[config.mk]
export PLATFORM = sky130hd
export DESIGN_NAME = uart_tx_arb
export DESIGN_NICKNAME = d
export VERILOG_FILES = /design/src/rtl/uart_tx_arb.sv
export SDC_FILE = /design/constraint.sdc
export NUM_CORES = 1
export LEC_CHECK = 0
export BUFFER_PORTS_ARGS = -buffer_cell sky130_fd_sc_hd__buf_4
export CORE_MARGIN = 4
export CORE_UTILIZATION = 35
export CTS_CLUSTER_SIZE = 20
export DETAILED_ROUTE_END_ITERATION = 8
export HOLD_SLACK_MARGIN = 0.1
export PLACE_DENSITY_LB_ADDON = 0.3
export SYNTH_ARGS = -nofsm -noshare
export SYNTH_HDL_FRONTEND = slang
export SYNTH_SLANG_ARGS = --single-unit
export TNS_END_PERCENT = 100
[constraint.sdc]
create_clock -name clk -period 3.79 [get_ports clk]
set_clock_uncertainty 0.05 [all_clocks]
set_input_delay 0.758 -clock clk [delete_from_list [all_inputs] [get_ports clk]]
set_output_delay 0.758 -clock clk [all_outputs]
set_load 0.005 [all_outputs]
[src/rtl/uart_tx_arb.sv]
// uart_tx_arb
// Round-robin arbiter that feeds bytes from NUM_REQ requesters into a single
// UART serializer. A granted requester keeps the serializer until it drops
// valid, sends EOP_CHAR, or has sent MAX_BURST bytes.
//
// Ports
//   clk         system clock, rising edge
//   rst         synchronous active-high reset
//   req_valid   [NUM_REQ]   requester i has a byte pending
//   req_data    [8*NUM_REQ] requester i byte on bits [8i+7:8i]
//   req_accept  [NUM_REQ]   one-cycle pulse: byte of requester i consumed
//   tx_data     [8]         byte to serializer, zero unless tx_en
//   tx_en                   one-cycle start pulse to serializer
//   tx_busy                 serializer busy (rises within 1 cycle of tx_en)
//   grant_id    [2]         current or last granted requester
//   locked                  a requester holds the grant
//   tx_count    [16]        total bytes issued, wrapping
//   fsm_state   [2]         FSM state for observation (0 IDLE, 1 SEND, 2 GAP, 3 WAIT)
//
// Handshake: a byte moves in the cycle where req_valid[g] and req_accept[g]
// are both high; req_accept is only ever raised together with tx_en, and the
// requester must hold req_data stable while req_valid is high until accepted.
module uart_tx_arb #(
    parameter int         NUM_REQ   = 3,
    parameter int         MAX_BURST = 16,
    parameter logic [7:0] EOP_CHAR  = 8'h0A
) (
    input  logic                 clk,
    input  logic                 rst,
    input  logic [NUM_REQ-1:0]   req_valid,
    input  logic [8*NUM_REQ-1:0] req_data,
    output logic [NUM_REQ-1:0]   req_accept,
    output logic [7:0]           tx_data,
    output logic                 tx_en,
    input  logic                 tx_busy,
    output logic [1:0]           grant_id,
    output logic                 locked,
    output logic [15:0]          tx_count,
    output logic [1:0]           fsm_state
);

    localparam int IW = (NUM_REQ > 2) ? 2 : 1;

    typedef enum logic [1:0] {
        IDLE = 2'd0,
        SEND = 2'd1,
        GAP  = 2'd2,
        WAIT = 2'd3
    } state_t;

    state_t         state_q;
    // The grant register doubles as the round-robin pointer (last_grant):
    // both are loaded at the same moment and reset to the same value.
    logic [IW-1:0]  gnt_q;
    logic [7:0]     burst_cnt_q;
    logic [7:0]     last_byte_q;
    logic [15:0]    count_q;

    logic           rr_found;
    logic [IW-1:0]  rr_winner;
    logic           sel_valid;
    logic [7:0]     sel_data;
    logic           issue;

    // Round-robin search starting one past the last grant, ascending with wrap.
    always_comb begin
        rr_found  = 1'b0;
        rr_winner = gnt_q;
        for (int k = 1; k <= NUM_REQ; k++) begin
            for (int i = 0; i < NUM_REQ; i++) begin
                if (!rr_found && req_valid[i] &&
                    (((int'(gnt_q) + k) % NUM_REQ) == i)) begin
                    rr_found  = 1'b1;
                    rr_winner = IW'(i);
                end
            end
        end
    end

    // Mux the granted requester's valid and data.
    always_comb begin
        sel_valid = 1'b0;
        sel_data  = 8'h00;
        for (int i = 0; i < NUM_REQ; i++) begin
            if (gnt_q == IW'(i)) begin
                sel_valid = req_valid[i];
                sel_data  = req_data[8*i +: 8];
            end
        end
    end

    // A byte goes out in SEND when the owner is valid and the serializer is
    // free. Reset suppresses it so nothing is issued in a reset cycle.
    assign issue = (state_q == SEND) && sel_valid && !tx_busy && !rst;

    always_comb begin
        req_accept = '0;
        for (int i = 0; i < NUM_REQ; i++) begin
            req_accept[i] = issue && (gnt_q == IW'(i));
        end
    end

    assign tx_en     = issue;
    assign tx_data   = issue ? sel_data : 8'h00;
    assign locked    = (state_q != IDLE);
    assign grant_id  = 2'(gnt_q);
    assign tx_count  = count_q;
    assign fsm_state = state_q;

    always_ff @(posedge clk) begin
        if (rst) begin
            state_q     <= IDLE;
            gnt_q       <= IW'(NUM_REQ - 1);
            burst_cnt_q <= 8'd0;
            last_byte_q <= 8'd0;
            count_q     <= 16'd0;
        end else begin
            case (state_q)
                IDLE: begin
                    if (rr_found && !tx_busy) begin
                        gnt_q       <= rr_winner;
                        burst_cnt_q <= 8'd0;
                        state_q     <= SEND;
                    end
                end
                SEND: begin
                    if (!sel_valid) begin
                        // Owner went away: give the grant back without a byte.
                        state_q <= IDLE;
                    end else if (issue) begin
                        burst_cnt_q <= burst_cnt_q + 8'd1;
                        count_q     <= count_q + 16'd1;
                        last_byte_q <= sel_data;
                        state_q     <= GAP;
                    end
                end
                GAP: begin
                    // Gives the serializer its cycle to raise tx_busy.
                    state_q <= WAIT;
                end
                WAIT: begin
                    if (!tx_busy) begin
                        if ((last_byte_q == EOP_CHAR) ||
                            (burst_cnt_q == 8'(MAX_BURST))) begin
                            state_q <= IDLE;
                        end else begin
                            state_q <= SEND;
                        end
                    end
                end
                default: state_q <= IDLE;
            endcase
        end
    end

endmodule

== Yosys cells after proc, flatten, opt, wreduce, memory -nomap -nowiden ==
Cells that the tools add are included.

* Bits in registers: 36
* Logic and storage cells: 113

* Add/sub/neg operators: 5
* Divide/modulo/power cells: 3
* Eq/ne operators: 18
* Multiplexer cells: 35
* Reduce and logical (&&, ||, !) cells: 47

{| class="wikitable"
|+ Operators with widths
! operator !! count
|-
| $eq 32x2->1 const B || 3
|-
| $eq 32x3->1 const B || 3
|-
| $logic_not 32->1 || 3
|-
| $mod 32x3->32 const B || 3
|-
| $mux 8 || 7
|-
| $mux 2 || 13
|-
| $logic_and 1x1->1 || 24
|-
| $add 16x1->16 const B || 1
|-
| $pmux 8 s2 || 1
|-
| $mux 1 || 13
|-
| $logic_not 1->1 || 10
|-
| $reduce_and 3->1 || 3
|-
| $reduce_bool 9->1 || 1
|-
| $add 8x1->8 const B || 1
|-
| $eq 8x4->1 const B || 1
|-
| $eq 8x5->1 const B || 1
|-
| $ne 2x2->1 const B || 4
|-
| $pmux 2 s4 || 1
|-
| $add 2x2->3 const B || 2
|-
| $eq 2x2->1 const B || 3
|-
| $eq 2x1->1 const B || 2
|-
| $logic_not 2->1 || 2
|-
| $reduce_and 4->1 || 1
|-
| $reduce_bool 2->1 || 2
|-
| other kinds (3) || 3
|}

== Logic depth before layout (Yosys ltp) ==
* Depth after elaboration: 40
* Mapped depth: 10
* Mapped depth without buffers: 7

== Worst setup path before layout ==
No wires, ideal clock.

* Path type: reg-to-output
* From: register gnt_q[0], in the netlist grant_id[0]
* To: output tx_data[0]
* Arrival time: 2.055 ns
* Required time: 2.982 ns
* Slack: 0.927 ns
* Stages on the path, launching flop included: 9
* Path through: dfxtp_1 -> inv_1 -> ha_1 -> buf_6 -> nor2b_1 -> a2111o_1 -> buf_2 -> or4_1 -> inv_1

* Cells in the longest elaborated chain, start to end: 8
* Elaborated cells between the ends (all ways): 13
* Classes of those cells: eq/ne (2); mux (7); reduce/logical (4)

{| class="wikitable"
|+ Ends and longest elaborated chain
! what !! line !! RTL
|-
| from (decl) || 54 || <nowiki>logic [IW-1:0] gnt_q;</nowiki>
|-
| from (signal assigned) || 113 || <nowiki>gnt_q <= IW'(NUM_REQ - 1);</nowiki>
|-
| from (signal assigned) || 121 || <nowiki>gnt_q <= rr_winner;</nowiki>
|-
| $logic_not 2->1 || 85 || <nowiki>if (gnt_q == IW'(i)) begin</nowiki>
|-
| $mux 1 (3 in a row) || 85 ||
|-
| $logic_and 1x1->1 (3 in a row) || 94 || <nowiki>assign issue = (state_q == SEND) && sel_valid && !tx_busy && !rst;</nowiki>
|-
| $mux 8 (*) || 104 || <nowiki>assign tx_data = issue ? sel_data : 8'h00;</nowiki>
|-
| to (decl) || 33 || <nowiki>output logic [7:0] tx_data,</nowiki>
|}

Mark *: on every way between the ends. The rest lies on a longest branch, timed or not.

== Worst setup path in the final report ==
* From: register gnt_q[1], in the netlist grant_id[1]
* To: output tx_data[2]

The elaborated chain is that of the path after synthesis.

==> results.md <==
* Mean area per synthesized cell at 8.08 um^2
* Postcts setup bufs at 0
* Chip Height at 88.3 um
* Die Wd at 88.3 um
* Clk sink count at 36
* Worst-Skew Late Latency at 0.30 ns
* Startpoint class of the critical path: register
* Min cycle time layout at 3.56 ns
* Die Area at 7790 um^2
* Highest clock rate at 0.281 GHz
* Max VDD drop at 0.176 mV
* Power Dens Cells at 307 nW/um^2
* Setup Viol. Count Final at 0
* Rows at 28
* Buf+Inv Stages, Crit Path at 3
* Antenna diodes at 0
* Hold Path Origin: last_byte_q[1]
* Initial core utilization at 37.0%
* Reg2Reg Setup Slack at 0.92 ns
* Largest net degree at the start of global routing at 37
* Hold EP: last_byte_q[1]
* GR Util met3 at 3.26%
* Delay-heaviest family, CP: compound AO/OA/AOI/OAI gates
* 1st-pass router iterations at 4
* Port bufs at 62
* Vias at 2,307
* CP max stage cell: a2111o_1
* GR Layer Usage met2 at 26.8%
* Worst slew margin at 48.7%
* Total negative slack at 0 ns
* GR Util met1 at 20.2%
* GRT Max-Usage Layer: met2
* DR iter-0 viols at 146
* Critical R2R Launch: grant_id[1]
* ANT nets after route at 0
* Wirelength, routed at 6.18 mm
* Fill cells at 627
* Hpwl dp at 4.38 mm
* Initial antenna violation count at 0
* Critical path, cell by cell: inv_1 > ha_1 > a21oi_2 > a2111o_1 > or4_1 > inv_1 > buf_4
* Top FF cell, synth: dfxtp_1
* I/O pins at 63
* Critical Path RT at 2.98 ns
* Slew @ Worst Pin at 0.765 ns
* Slowest cell delay on critical path at 0.61 ns
* Post-place setup slack at 0.505 ns
* Syn Nets at 317
* Crit path DAT at 2.75 ns
* Async S/R FF share, synth at 0%
* Reg2reg path depth at 7
* Register Area at 721 um^2
* Worst Hold Class: register to register
* Area occupied by multi-input gates at 1370 um^2
* WHS Path Cells at 2
* Design Power at 868 uW
* Layout area overhead at 25.3%
* RSZ-0062 raised after global routing: false
* H-tree depth at 2
* Setup crit end kind: output port
* Setup ws final at 0.235 ns
* Avg Vias per Cell at 5.70
* First-pass GRT wire length at 10.1 mm
* Max Cap Viol at 0
* Number of synthesized flops with an enable pin at 0
* Final Wtd Congestion at 0.820
* Wirelength per Cell at 15.3 um
* Total Routing Usage GR at 16.2%
* #FFs+latches synth at 36
* Root Driver: clkbuf_8
* Vias in the first global route at 2,114
* Cell Area, Synth at 2250 um^2
* Crit Path Max Fanout at 13
* YS warnings at 0
* Leakage power at 1.15 nW
* Share of cells above drive strength 1 at 25.5%
* CTS tree: yes
* R2r endpoint: tx_count[9]
* DRC viols at 0
* CP Class: register to output port
* NumNets Final at 367
* Longest Clk Path Bufs at 2
* Pins Over Slew Limit at 0
* Fin. Hold Viols at 0
* Remaining global-route overflow at 0
* Sequential-to-total area share from yosys stat at 32.0%
* Clk slew on worst S/H paths at 0.07 ns
* Core ar. at 6100 um^2
* Final Cycle Share at 93.8%
* CTS buffer count at 5
* Most used cell, CP: inv_1
* Distinct cells, synth at 48
* Run status: completed
* Post-synthesis cell count at 279
-- cells in the final DEF (no fill, tap or decap), types with 2 or more instances in the layout --
cell type	count
and3_1	5
clkbuf_8	5
or4_1	17
nor2b_1	14
dfxtp_1	36
or3_1	4
clkinv_2	2
nand2b_1	4
nand2_1	16
a21oi_1	28
o21ai_0	17
o31ai_1	11
nor2_1	5
buf_4	65
mux2_1	3
and4_1	2
nor3_1	6
nand4_1	5
nand3_1	11
a221oi_1	8
inv_1	17
a31o_2	4
nor4_1	5
and2_1	2
nor4b_1	3
a211oi_1	2
o211ai_1	4
o2111ai_1	2
ha_1	7
-- Yosys cell counts, types with 4 or more instances --
master	number	area [um^2]
nor3_1	6	30.0
nand2_1	16	60.1
a221oi_1	8	70.1
ha_1	8	100
inv_1	17	63.8
nand2b_1	4	25.0
nand3_1	11	55.1
clkbuf_1	13	48.8
or4_1	17	128
nor4_1	5	31.3
nand4_1	5	31.3
or3_1	4	25.0
o211ai_1	4	30.0
dfxtp_1	36	721
buf_1	4	15.0
o21ai_0	17	85.1
a21oi_1	28	140
nor2_1	5	18.8
nor2b_1	14	87.6
a31o_2	4	35.0
o31ai_1	11	82.6
and3_1	5	31.3
-- flip-flops by register name, summed over array words and instances, names as in the netlist, named ones only --
register and count:
burst_cnt_q 8, fsm_state 1, grant_id 2, last_byte_q 8, tx_count 16
-- report_power, final --
| group | internal, mW | switching [mW] | total, mW | leakage [nW] |
|---|---|---|---|---|
| clock | 0.128 | 0.152 | 0.281 | 0.0479 |
| sequential | 0.385 | 0.00836 | 0.393 | 0.291 |
| combinational | 0.0848 | 0.109 | 0.194 | 0.815 |
-- stage by stage --
step / hold WS, ns / util (%) / instance area [um^2] / instances
final: 0.428 / 46.3 / 2830 / 405
after detailed placement: 0.424 / 44.9 / 2740 / 397
after floorplan: 0.399 / - / 2250 / 279
after global routing: 0.458 / 46.3 / 2830 / 405
after global placement: 0.415 / 44.9 / 2740 / 397
after CTS: 0.434 / 46.3 / 2820 / 405
-- layer usage --
| layer | part of all wire (%) | up-vias |
|---|---|---|
| met1 | 43 | 1086 |
| met5 | 0 | - |
| met4 | 2.8 | 0 |
| met2 | 50 | 54 |
| li1 | - | 1154 |
| met3 | 4.1 | 13 |
-- worst min-delay path: stages (launching register included) --
cell and delay, ns:
dfxtp_1 0.31, o21ai_0 0.06, a21oi_1 0.06
-- worst max path at each step --
stage,to,startpoint,slack [ns],cells past startpoint
3_3_place_gp,tx_data[7],grant_id[0],0.59,7
6_report,tx_data[2],grant_id[1],0.23,7
5_1_grt,tx_data[7],grant_id[1],0.07,7
4_1_cts,tx_data[0],grant_id[0],0.17,7
2_1_floorplan,tx_data[0],grant_id[0],0.93,8
3_5_place_dp,tx_data[2],grant_id[0],0.50,7
-- cell type report --
| cell class | instances | area share [%] |
|---|---|---|
| repair buffers | 65 | 17.3 |
| clock inverters | 3 | 0.664 |
| multi-input cells | 204 | 48.5 |
| inverters | 17 | 2.26 |
| well taps | 75 | 3.32 |
| clock buffers | 5 | 2.44 |
| flip-flops and latches | 36 | 25.5 |
-- kinds of logic (layout without fill, tap and decap cells) --
group	count (synthesis)	count (layout)	synth area share (%)
adder cells (fa/ha/maj)	8	8	4.44
flip-flops	36	36	32.0
AO/OA/AOI/OAI	86	86	25.1
multiplexers	4	4	1.94
AND/OR/NAND/NOR	106	106	29.2
buffers and inverters	39	90	7.32
-- repair_timing --
item / 4_1_cts / 5_1_grt
hold buffers: 0 / 0
gates resized for setup: 0 / 1
setup endpoints to repair: 0 / 4
Note: power is estimated with default switching activity, not from simulation.
